==> config.mk <==
export PLATFORM = sky130hd
export DESIGN_NAME = pagemem_ctl
export DESIGN_NICKNAME = d
export VERILOG_FILES = /design/src/rtl/p601_mem_pkg.sv /design/src/rtl/pagemem_decode.sv /design/src/rtl/pagemem_ctl.sv
export SDC_FILE = /design/constraint.sdc
export NUM_CORES = 1
export LEC_CHECK = 0
export CAP_MARGIN = 20
export CORE_MARGIN = 10
export CORE_UTILIZATION = 44
export CTS_CLUSTER_SIZE = 28
export DETAILED_ROUTE_END_ITERATION = 10
export MAX_ROUTING_LAYER = met4
export PLACE_DENSITY = 0.85
export SLEW_MARGIN = 20
export SYNTH_ARGS = -nofsm -noshare
export SYNTH_HDL_FRONTEND = slang
export SYNTH_SLANG_ARGS = --single-unit
==> constraint.sdc <==
create_clock -name i_clk -period 3.4 [get_ports i_clk]
set_input_delay 0.34 -clock i_clk [delete_from_list [all_inputs] [get_ports i_clk]]
set_output_delay 0.34 -clock i_clk [all_outputs]
set_load 0.1 [all_outputs]
==> src/rtl/p601_mem_pkg.sv <==
// Shared types and constants for the paged external-memory controller.
// Holds the access-sequencer state encoding and the CPU address window bounds.
package p601_mem_pkg;

  localparam int EXT_AW = 19;

  localparam logic [15:0] LOW_END   = 16'h7FFF;
  localparam logic [15:0] PAGE_BASE = 16'h8000;
  localparam logic [15:0] PAGE_END  = 16'hBFFF;

  typedef enum logic [1:0] {
    IDLE   = 2'd0,
    SETUP  = 2'd1,
    STROBE = 2'd2,
    HOLD   = 2'd3
  } state_t;

endpackage

==> src/rtl/pagemem_decode.sv <==
// Combinational CPU address decode: built-in RAM select, external RAM/ROM
// select, 19-bit external address build and ROM write-lock detection.
module pagemem_decode
  import p601_mem_pkg::*;
(
  input  logic              i_vma,
  input  logic              i_rw,
  input  logic [15:0]       i_addr,
  input  logic [4:0]        i_page,
  input  logic              i_bram_disable,
  input  logic              i_rom_lock,
  output logic              o_bram_cs,
  output logic              o_ext_req,
  output logic              o_is_rom,
  output logic              o_blocked,
  output logic [EXT_AW-1:0] o_ext_addr
);

  logic w_low;
  logic w_paged;

  assign w_low   = (i_addr <= LOW_END);
  assign w_paged = (i_addr >= PAGE_BASE) && (i_addr <= PAGE_END);

  assign o_bram_cs = i_vma & w_low & ~i_bram_disable;
  assign o_is_rom  = w_paged & i_page[4];
  assign o_blocked = i_vma & o_is_rom & i_rom_lock & ~i_rw;
  assign o_ext_req = i_vma & ((w_low & i_bram_disable) | w_paged) & ~o_blocked;

  // Banks 0/1 land on the same external RAM as the low window; that alias is intended.
  assign o_ext_addr = w_paged ? {i_page, i_addr[13:0]} : {4'b0000, i_addr[14:0]};

endmodule

==> src/rtl/pagemem_ctl.sv <==
// Paged external-memory controller with a wait-state access sequencer.
// Optional sticky blocked-write flag under `PAGEMEM_WRFAULT_EN.
// Handshake: the CPU holds address/data while o_cpu_ready=0 and treats the
// access as complete on the rising edge where o_cpu_ready=1 with i_cpu_vma=1.
module pagemem_ctl #(
  parameter int RAM_WAIT = 1,
  parameter int ROM_WAIT = 3
) (
  input  logic                  i_clk,
  input  logic                  i_rst,
  input  logic [15:0]           i_cpu_addr,
  input  logic [7:0]            i_cpu_di,
  output logic [7:0]            o_cpu_do,
  input  logic                  i_cpu_rw,
  input  logic                  i_cpu_vma,
  output logic                  o_cpu_ready,
  input  logic [4:0]            i_page,
  input  logic                  i_bram_disable,
  input  logic                  i_rom_lock,
  output logic                  o_bram_cs,
  output logic [18:0]           o_ext_addr,
  output logic [7:0]            o_ext_dout,
  output logic                  o_ext_dout_oe,
  input  logic [7:0]            i_ext_din,
  output logic                  o_ext_ram_ce_n,
  output logic                  o_ext_rom_ce_n,
  output logic                  o_ext_oe_n,
  output logic                  o_ext_we_n,
  output logic                  o_wr_fault,
  input  logic                  i_fault_clr,
  output p601_mem_pkg::state_t  o_state
);

  import p601_mem_pkg::*;

  localparam logic [3:0] RAM_CNT = 4'(RAM_WAIT);
  localparam logic [3:0] ROM_CNT = 4'(ROM_WAIT);

  state_t            r_state;
  state_t            w_next;
  logic              w_ready;
  logic [3:0]        r_cnt;
  logic              r_is_rom;
  logic              r_wr;
  logic [EXT_AW-1:0] r_ext_addr;
  logic [7:0]        r_ext_dout;
  logic [7:0]        r_cpu_do;

  logic              w_ext_req;
  logic              w_is_rom;
  logic              w_blocked;
  logic [EXT_AW-1:0] w_dec_addr;
  logic              w_active;

  pagemem_decode u_decode (
    .i_vma          (i_cpu_vma),
    .i_rw           (i_cpu_rw),
    .i_addr         (i_cpu_addr),
    .i_page         (i_page),
    .i_bram_disable (i_bram_disable),
    .i_rom_lock     (i_rom_lock),
    .o_bram_cs      (o_bram_cs),
    .o_ext_req      (w_ext_req),
    .o_is_rom       (w_is_rom),
    .o_blocked      (w_blocked),
    .o_ext_addr     (w_dec_addr)
  );

  always_ff @(posedge i_clk or posedge i_rst) begin
    if (i_rst) r_state <= IDLE;
    else       r_state <= w_next;
  end

  always_comb begin
    w_next  = r_state;
    w_ready = 1'b1;
    case (r_state)
      IDLE: begin
        if (w_ext_req) begin
          w_next  = SETUP;
          w_ready = 1'b0;
        end
      end
      SETUP: begin
        w_next  = STROBE;
        w_ready = 1'b0;
      end
      STROBE: begin
        w_ready = 1'b0;
        if (r_cnt == 4'd0) w_next = HOLD;
      end
      HOLD:    w_next = IDLE;
      default: w_next = IDLE;
    endcase
  end

  // Bank, lock and select are captured once here, so mid-access changes are ignored.
  always_ff @(posedge i_clk or posedge i_rst) begin
    if (i_rst) begin
      r_cnt      <= 4'd0;
      r_is_rom   <= 1'b0;
      r_wr       <= 1'b0;
      r_ext_addr <= '0;
      r_ext_dout <= 8'h00;
      r_cpu_do   <= 8'h00;
    end else begin
      if (r_state == IDLE && w_ext_req) begin
        r_ext_addr <= w_dec_addr;
        r_ext_dout <= i_cpu_di;
        r_is_rom   <= w_is_rom;
        r_wr       <= ~i_cpu_rw;
        r_cnt      <= w_is_rom ? ROM_CNT : RAM_CNT;
      end else if (r_state == STROBE && r_cnt != 4'd0) begin
        r_cnt <= r_cnt - 4'd1;
      end
      if (r_state == STROBE && r_cnt == 4'd0 && !r_wr) r_cpu_do <= i_ext_din;
    end
  end

  // Strobes decode straight from state so an async reset releases them at once.
  assign w_active       = (r_state != IDLE);
  assign o_ext_ram_ce_n = ~(w_active & ~r_is_rom);
  assign o_ext_rom_ce_n = ~(w_active & r_is_rom);
  assign o_ext_oe_n     = ~((r_state == STROBE) & ~r_wr);
  assign o_ext_we_n     = ~((r_state == STROBE) & r_wr);
  assign o_ext_dout_oe  = w_active & r_wr;
  assign o_ext_addr     = r_ext_addr;
  assign o_ext_dout     = r_ext_dout;
  assign o_cpu_do       = r_cpu_do;
  assign o_cpu_ready    = w_ready;
  assign o_state        = r_state;

`ifdef PAGEMEM_WRFAULT_EN
  logic r_wr_fault;

  always_ff @(posedge i_clk or posedge i_rst) begin
    if (i_rst)                              r_wr_fault <= 1'b0;
    else if (r_state == IDLE && w_blocked)  r_wr_fault <= 1'b1;
    else if (i_fault_clr)                   r_wr_fault <= 1'b0;
  end

  assign o_wr_fault = r_wr_fault;
`else
  logic w_unused_fault;

  assign w_unused_fault = i_fault_clr ^ w_blocked;
  assign o_wr_fault     = 1'b0;
`endif

endmodule
==> report_table.html <==
<table>
<tr><th>Metric</th><th>Value</th></tr>
<tr><th colspan="2">Layout</th></tr>
<tr><td>Top library cells by usage in the layout, fill and taps aside</td><td>sky130_fd_sc_hd__clkdlybuf4s50_1, sky130_fd_sc_hd__dfrtp_1, sky130_fd_sc_hd__mux2_4, sky130_fd_sc_hd__o21ai_0, sky130_fd_sc_hd__mux2_2</td></tr>
<tr><td>Most common cell after layout, fill and taps aside</td><td>sky130_fd_sc_hd__clkdlybuf4s50_1</td></tr>
<tr><td>Register cell area after layout</td><td>1050 um2</td></tr>
<tr><td>Synth-to-Final Area Change</td><td>50.0%</td></tr>
<tr><td>Ant. Diodes</td><td>0</td></tr>
<tr><td>Fraction of layout cells with a size suffix above 1</td><td>20.7%</td></tr>
<tr><td>Area taken by multi-input logic gates</td><td>779 um2</td></tr>
<tr><td>Number of inserted filler cells in the final layout</td><td>327</td></tr>
<tr><td>Final net count</td><td>275</td></tr>
<tr><td>Share of the core filled with cells</td><td>67.5%</td></tr>
<tr><th colspan="2">STA</th></tr>
<tr><td>Highest attainable clock frequency</td><td>0.445 GHz</td></tr>
<tr><td>Unrepaired setup endpoints after global routing</td><td>no</td></tr>
<tr><td>Least-Margin Pin Slew</td><td>1.01 ns</td></tr>
<tr><td>Sum Neg Setup Slack</td><td>0 ns</td></tr>
<tr><td>Worst-case headroom to the max-slew limit</td><td>32.5%</td></tr>
<tr><td>Final setup viols</td><td>0</td></tr>
<tr><td>Worst Clk Skew</td><td>0.00322 ns</td></tr>
<tr><td>Final-report hold violation count</td><td>0</td></tr>
<tr><td>Post-route fraction of the period consumed by the critical path</td><td>66.1%</td></tr>
<tr><td>Final count of pins violating max slew</td><td>0</td></tr>
<tr><td>Final critical-path required period</td><td>2.25 ns</td></tr>
<tr><th colspan="2">Clocking</th></tr>
<tr><td>Clk_lat worst skew</td><td>0.29 ns</td></tr>
<tr><td>Worst-path clk slew</td><td>0.08 ns</td></tr>
<tr><td>CTS sink count</td><td>42</td></tr>
<tr><td>Post-CTS sizing</td><td>0</td></tr>
<tr><td>CTS root buffer</td><td>sky130_fd_sc_hd__clkbuf_8</td></tr>
<tr><td>Post-cts hold buffer count</td><td>0</td></tr>
<tr><td>TritonCTS clock tree</td><td>yes</td></tr>
<tr><td>Number of buffers created by CTS</td><td>5</td></tr>
<tr><td>Bufs on Longest Clock Path</td><td>2</td></tr>
<tr><td>Buffers inserted by post-CTS timing repair</td><td>0</td></tr>
<tr><td>Level count of the clock H-tree</td><td>2</td></tr>
<tr><th colspan="2">Drt</th></tr>
<tr><td>Number of design rule violations left after detail routing</td><td>0</td></tr>
<tr><td>Wirelength, routed</td><td>4930 um</td></tr>
<tr><td>Count of routing violations after the opening detailed-route iteration</td><td>55</td></tr>
<tr><td>Total vias in the final route</td><td>1364</td></tr>
<tr><td>Number of search-and-repair iterations in the first detailed-routing pass</td><td>4</td></tr>
<tr><td>Routed vias/inst</td><td>4.89</td></tr>
<tr><td>Antenna viol nets, final</td><td>0</td></tr>
<tr><td>Drt wl/cell</td><td>17.7 um</td></tr>
<tr><th colspan="2">Synth</th></tr>
<tr><td>Predominant post-synthesis flop cell</td><td>sky130_fd_sc_hd__dfrtp_1</td></tr>
<tr><td>Fraction of the yosys area taken by sequential cells</td><td>54.4%</td></tr>
<tr><td>Fraction of the mapped netlist area in compound gates</td><td>6.21%</td></tr>
<tr><td>Share of synthesized cell area in and, or, nand and nor gates</td><td>6.86%</td></tr>
<tr><td>Mean post-synth cell area</td><td>14.0 um2</td></tr>
<tr><td>Number of instances in the synthesized netlist</td><td>138</td></tr>
<tr><td>Share of the synthesized netlist area taken by xor and xnor gates</td><td>1.36%</td></tr>
<tr><td>Distinct cell type count of the synthesized netlist</td><td>32</td></tr>
<tr><td>Combinational family with the most area after synthesis</td><td>multiplexers</td></tr>
<tr><td>Arithmetic-cell share of the synthesized area counting full adders, half adders and majority gates</td><td>3.24%</td></tr>
<tr><td>FF+latch count, synth</td><td>42</td></tr>
<tr><td>Proportion of synthesized flip-flops having asynchronous set or reset</td><td>100%</td></tr>
<tr><td>Post-Synthesis Cell Area</td><td>1930 um2</td></tr>
<tr><td>EDFF count, synth</td><td>0</td></tr>
<tr><td>Yosys warns</td><td>0</td></tr>
<tr><td>Post-Synthesis Net Count</td><td>187</td></tr>
<tr><td>Multiplexer area fraction after synthesis</td><td>22.5%</td></tr>
<tr><th colspan="2">Global route</th></tr>
<tr><td>GRT Resource Usage Total</td><td>13.5%</td></tr>
<tr><td>Maximum number of pins on one net before global-route repair</td><td>43</td></tr>
<tr><td>Global-route wire length before repair</td><td>7830 um</td></tr>
<tr><td>Number of global-route vias before repair</td><td>1409</td></tr>
<tr><td>Total grt overflow</td><td>0</td></tr>
<tr><td>Number of antenna violations at the first check in global routing</td><td>0</td></tr>
<tr><th colspan="2">Worst setup path</th></tr>
<tr><td>Cell with the largest stage delay on the worst path</td><td>sky130_fd_sc_hd__clkdlybuf4s50_1</td></tr>
<tr><td>Kind of critical path</td><td>in2reg</td></tr>
<tr><td>CP endpoint kind</td><td>register</td></tr>
<tr><td>Required time of the worst setup path</td><td>3.57 ns</td></tr>
<tr><td>Cell count along the critical path</td><td>6</td></tr>
<tr><td>Slowest Stage Delay on Critical Path</td><td>0.54 ns</td></tr>
<tr><td>WP buf/inv</td><td>2</td></tr>
<tr><td>Startpoint type of the worst setup path</td><td>input pin</td></tr>
<tr><td>Max Fanout on Critical Path</td><td>22</td></tr>
<tr><td>Cell family with most CP delay</td><td>buffers and inverters</td></tr>
<tr><td>Reg2Reg Depth</td><td>6</td></tr>
<tr><td>Critical path, cell by cell</td><td>clkdlybuf4s50_1 &gt; and2b_1 &gt; o221ai_4 &gt; or2_1 &gt; buf_12 &gt; mux2_2</td></tr>
<tr><td>Arrival time at the worst endpoint</td><td>2.42 ns</td></tr>
<tr><th colspan="2">Floorplan</th></tr>
<tr><td>Height of the chip</td><td>86.3 um</td></tr>
<tr><td>Die Span X</td><td>86.3 um</td></tr>
<tr><td>Placeable core region</td><td>4290 um2</td></tr>
<tr><td>I/O pin cnt</td><td>89</td></tr>
<tr><td>Std-Cell Rows</td><td>24</td></tr>
<tr><td>Die area</td><td>7440 um2</td></tr>
<tr><td>Initial Util</td><td>45.0%</td></tr>
<tr><th colspan="2">Job</th></tr>
<tr><td>Reported max-cap violation count</td><td>0</td></tr>
<tr><th colspan="2">Placed design</th></tr>
<tr><td>HPWL after DPL</td><td>3880 um</td></tr>
<tr><td>Placer's final routability congestion estimate</td><td>0.720</td></tr>
<tr><td>Input/output buffers</td><td>86</td></tr>
<tr><th colspan="2">Min path</th></tr>
<tr><td>Min-delay worst type</td><td>in2async</td></tr>
<tr><th colspan="2">Run status</th></tr>
<tr><td>Result of the run</td><td>complete, no violations</td></tr>
</table>
==> cells by family after synthesis <==
logic type | after synthesis
other cells | 1
xor+xnor | 3
buf+inv | 14
mux | 32
fa+ha+maj | 5
simple gates | 24
flops | 42
compound gates | 17
==> flip-flops by register name, indices dropped and copies added, names as in the netlist <==
signal / count
o_cpu_do: 8
o_ext_dout: 8
o_state: 2
r_is_rom: 1
r_cnt: 4
r_wr: 1
o_ext_addr: 18
==> synth_stat cells (2+ instances only) <==
cell / n / share of area, %
sky130_fd_sc_hd__mux2_2: 9 / 5.2
sky130_fd_sc_hd__dfrtp_1: 42 / 54
sky130_fd_sc_hd__buf_2: 2 / 0.52
sky130_fd_sc_hd__nand3_1: 2 / 0.52
sky130_fd_sc_hd__inv_1: 7 / 1.4
sky130_fd_sc_hd__buf_12: 2 / 2.1
sky130_fd_sc_hd__o21ai_0: 10 / 2.6
sky130_fd_sc_hd__and2_1: 2 / 0.65
sky130_fd_sc_hd__nand2_1: 8 / 1.6
sky130_fd_sc_hd__buf_4: 2 / 0.78
sky130_fd_sc_hd__mux2_4: 20 / 16
sky130_fd_sc_hd__nor3_1: 2 / 0.52
sky130_fd_sc_hd__or2_1: 2 / 0.65
sky130_fd_sc_hd__xnor2_1: 3 / 1.4
sky130_fd_sc_hd__mux2_1: 2 / 1.2
sky130_fd_sc_hd__ha_1: 5 / 3.2
sky130_fd_sc_hd__a21o_1: 3 / 1.2
==> layer usage <==
| metal | track usage (%) | share of wire, % |
|---|---|---|
| met1 | 16.6 | 45 |
| met3 | 4.50 | 8.7 |
| met2 | 21.0 | 46 |
| met4 | 3.53 | 0.71 |
| met5 | - | 0 |
==> metrics by stage <==
stage / instances / area, um2 / worst slack, ns / hold slack, ns
after detailed placement: 271 / 2790 / 0.857 / 0.481
final: 279 / 2900 / 1.15 / 0.477
after global routing: 279 / 2900 / 1.02 / 0.504
after CTS: 279 / 2900 / 1.17 / 0.497
after global placement: 271 / 2790 / 0.880 / 0.475
after floorplan: 138 / 1930 / 0.422 / 0.449
==> worst paths after layout <==
path | start | end | slack, ns
setup / recovery | i_cpu_addr[15] | o_ext_addr[1] | 1.15
hold / removal | i_rst | o_ext_dout[4] | 0.48
setup reg to reg | o_state[0] | o_ext_addr[1] | 1.30
hold reg to reg | o_cpu_do[5] | o_cpu_do[5] | 0.49
max in group asynchronous | i_rst | o_ext_addr[1] | 2.55
min in group i_clk | o_cpu_do[5] | o_cpu_do[5] | 0.49
==> cell type report <==
cell class,instances,area share (%)
clock buffers,7,2.63
clock inverters,1,1.04
inverters,7,0.906
multi-input cells,82,26.9
flip-flops and latches,42,36.3
well taps,52,2.24
repair buffers,88,30.0
==> worst reg2reg max path: cells and delay by family, from the launching register on <==
family,cells,cell delay [ns]
buffers and inverters,3,0.55
flip-flops,1,0.41
AND/OR/NAND/NOR,1,0.39
multiplexers,1,0.37
adder cells (fa/ha/maj),1,0.26
Power is left out: the tool's default activity adds up to more than one toggle a clock period on the data nets, which glitch-free logic cannot reach.
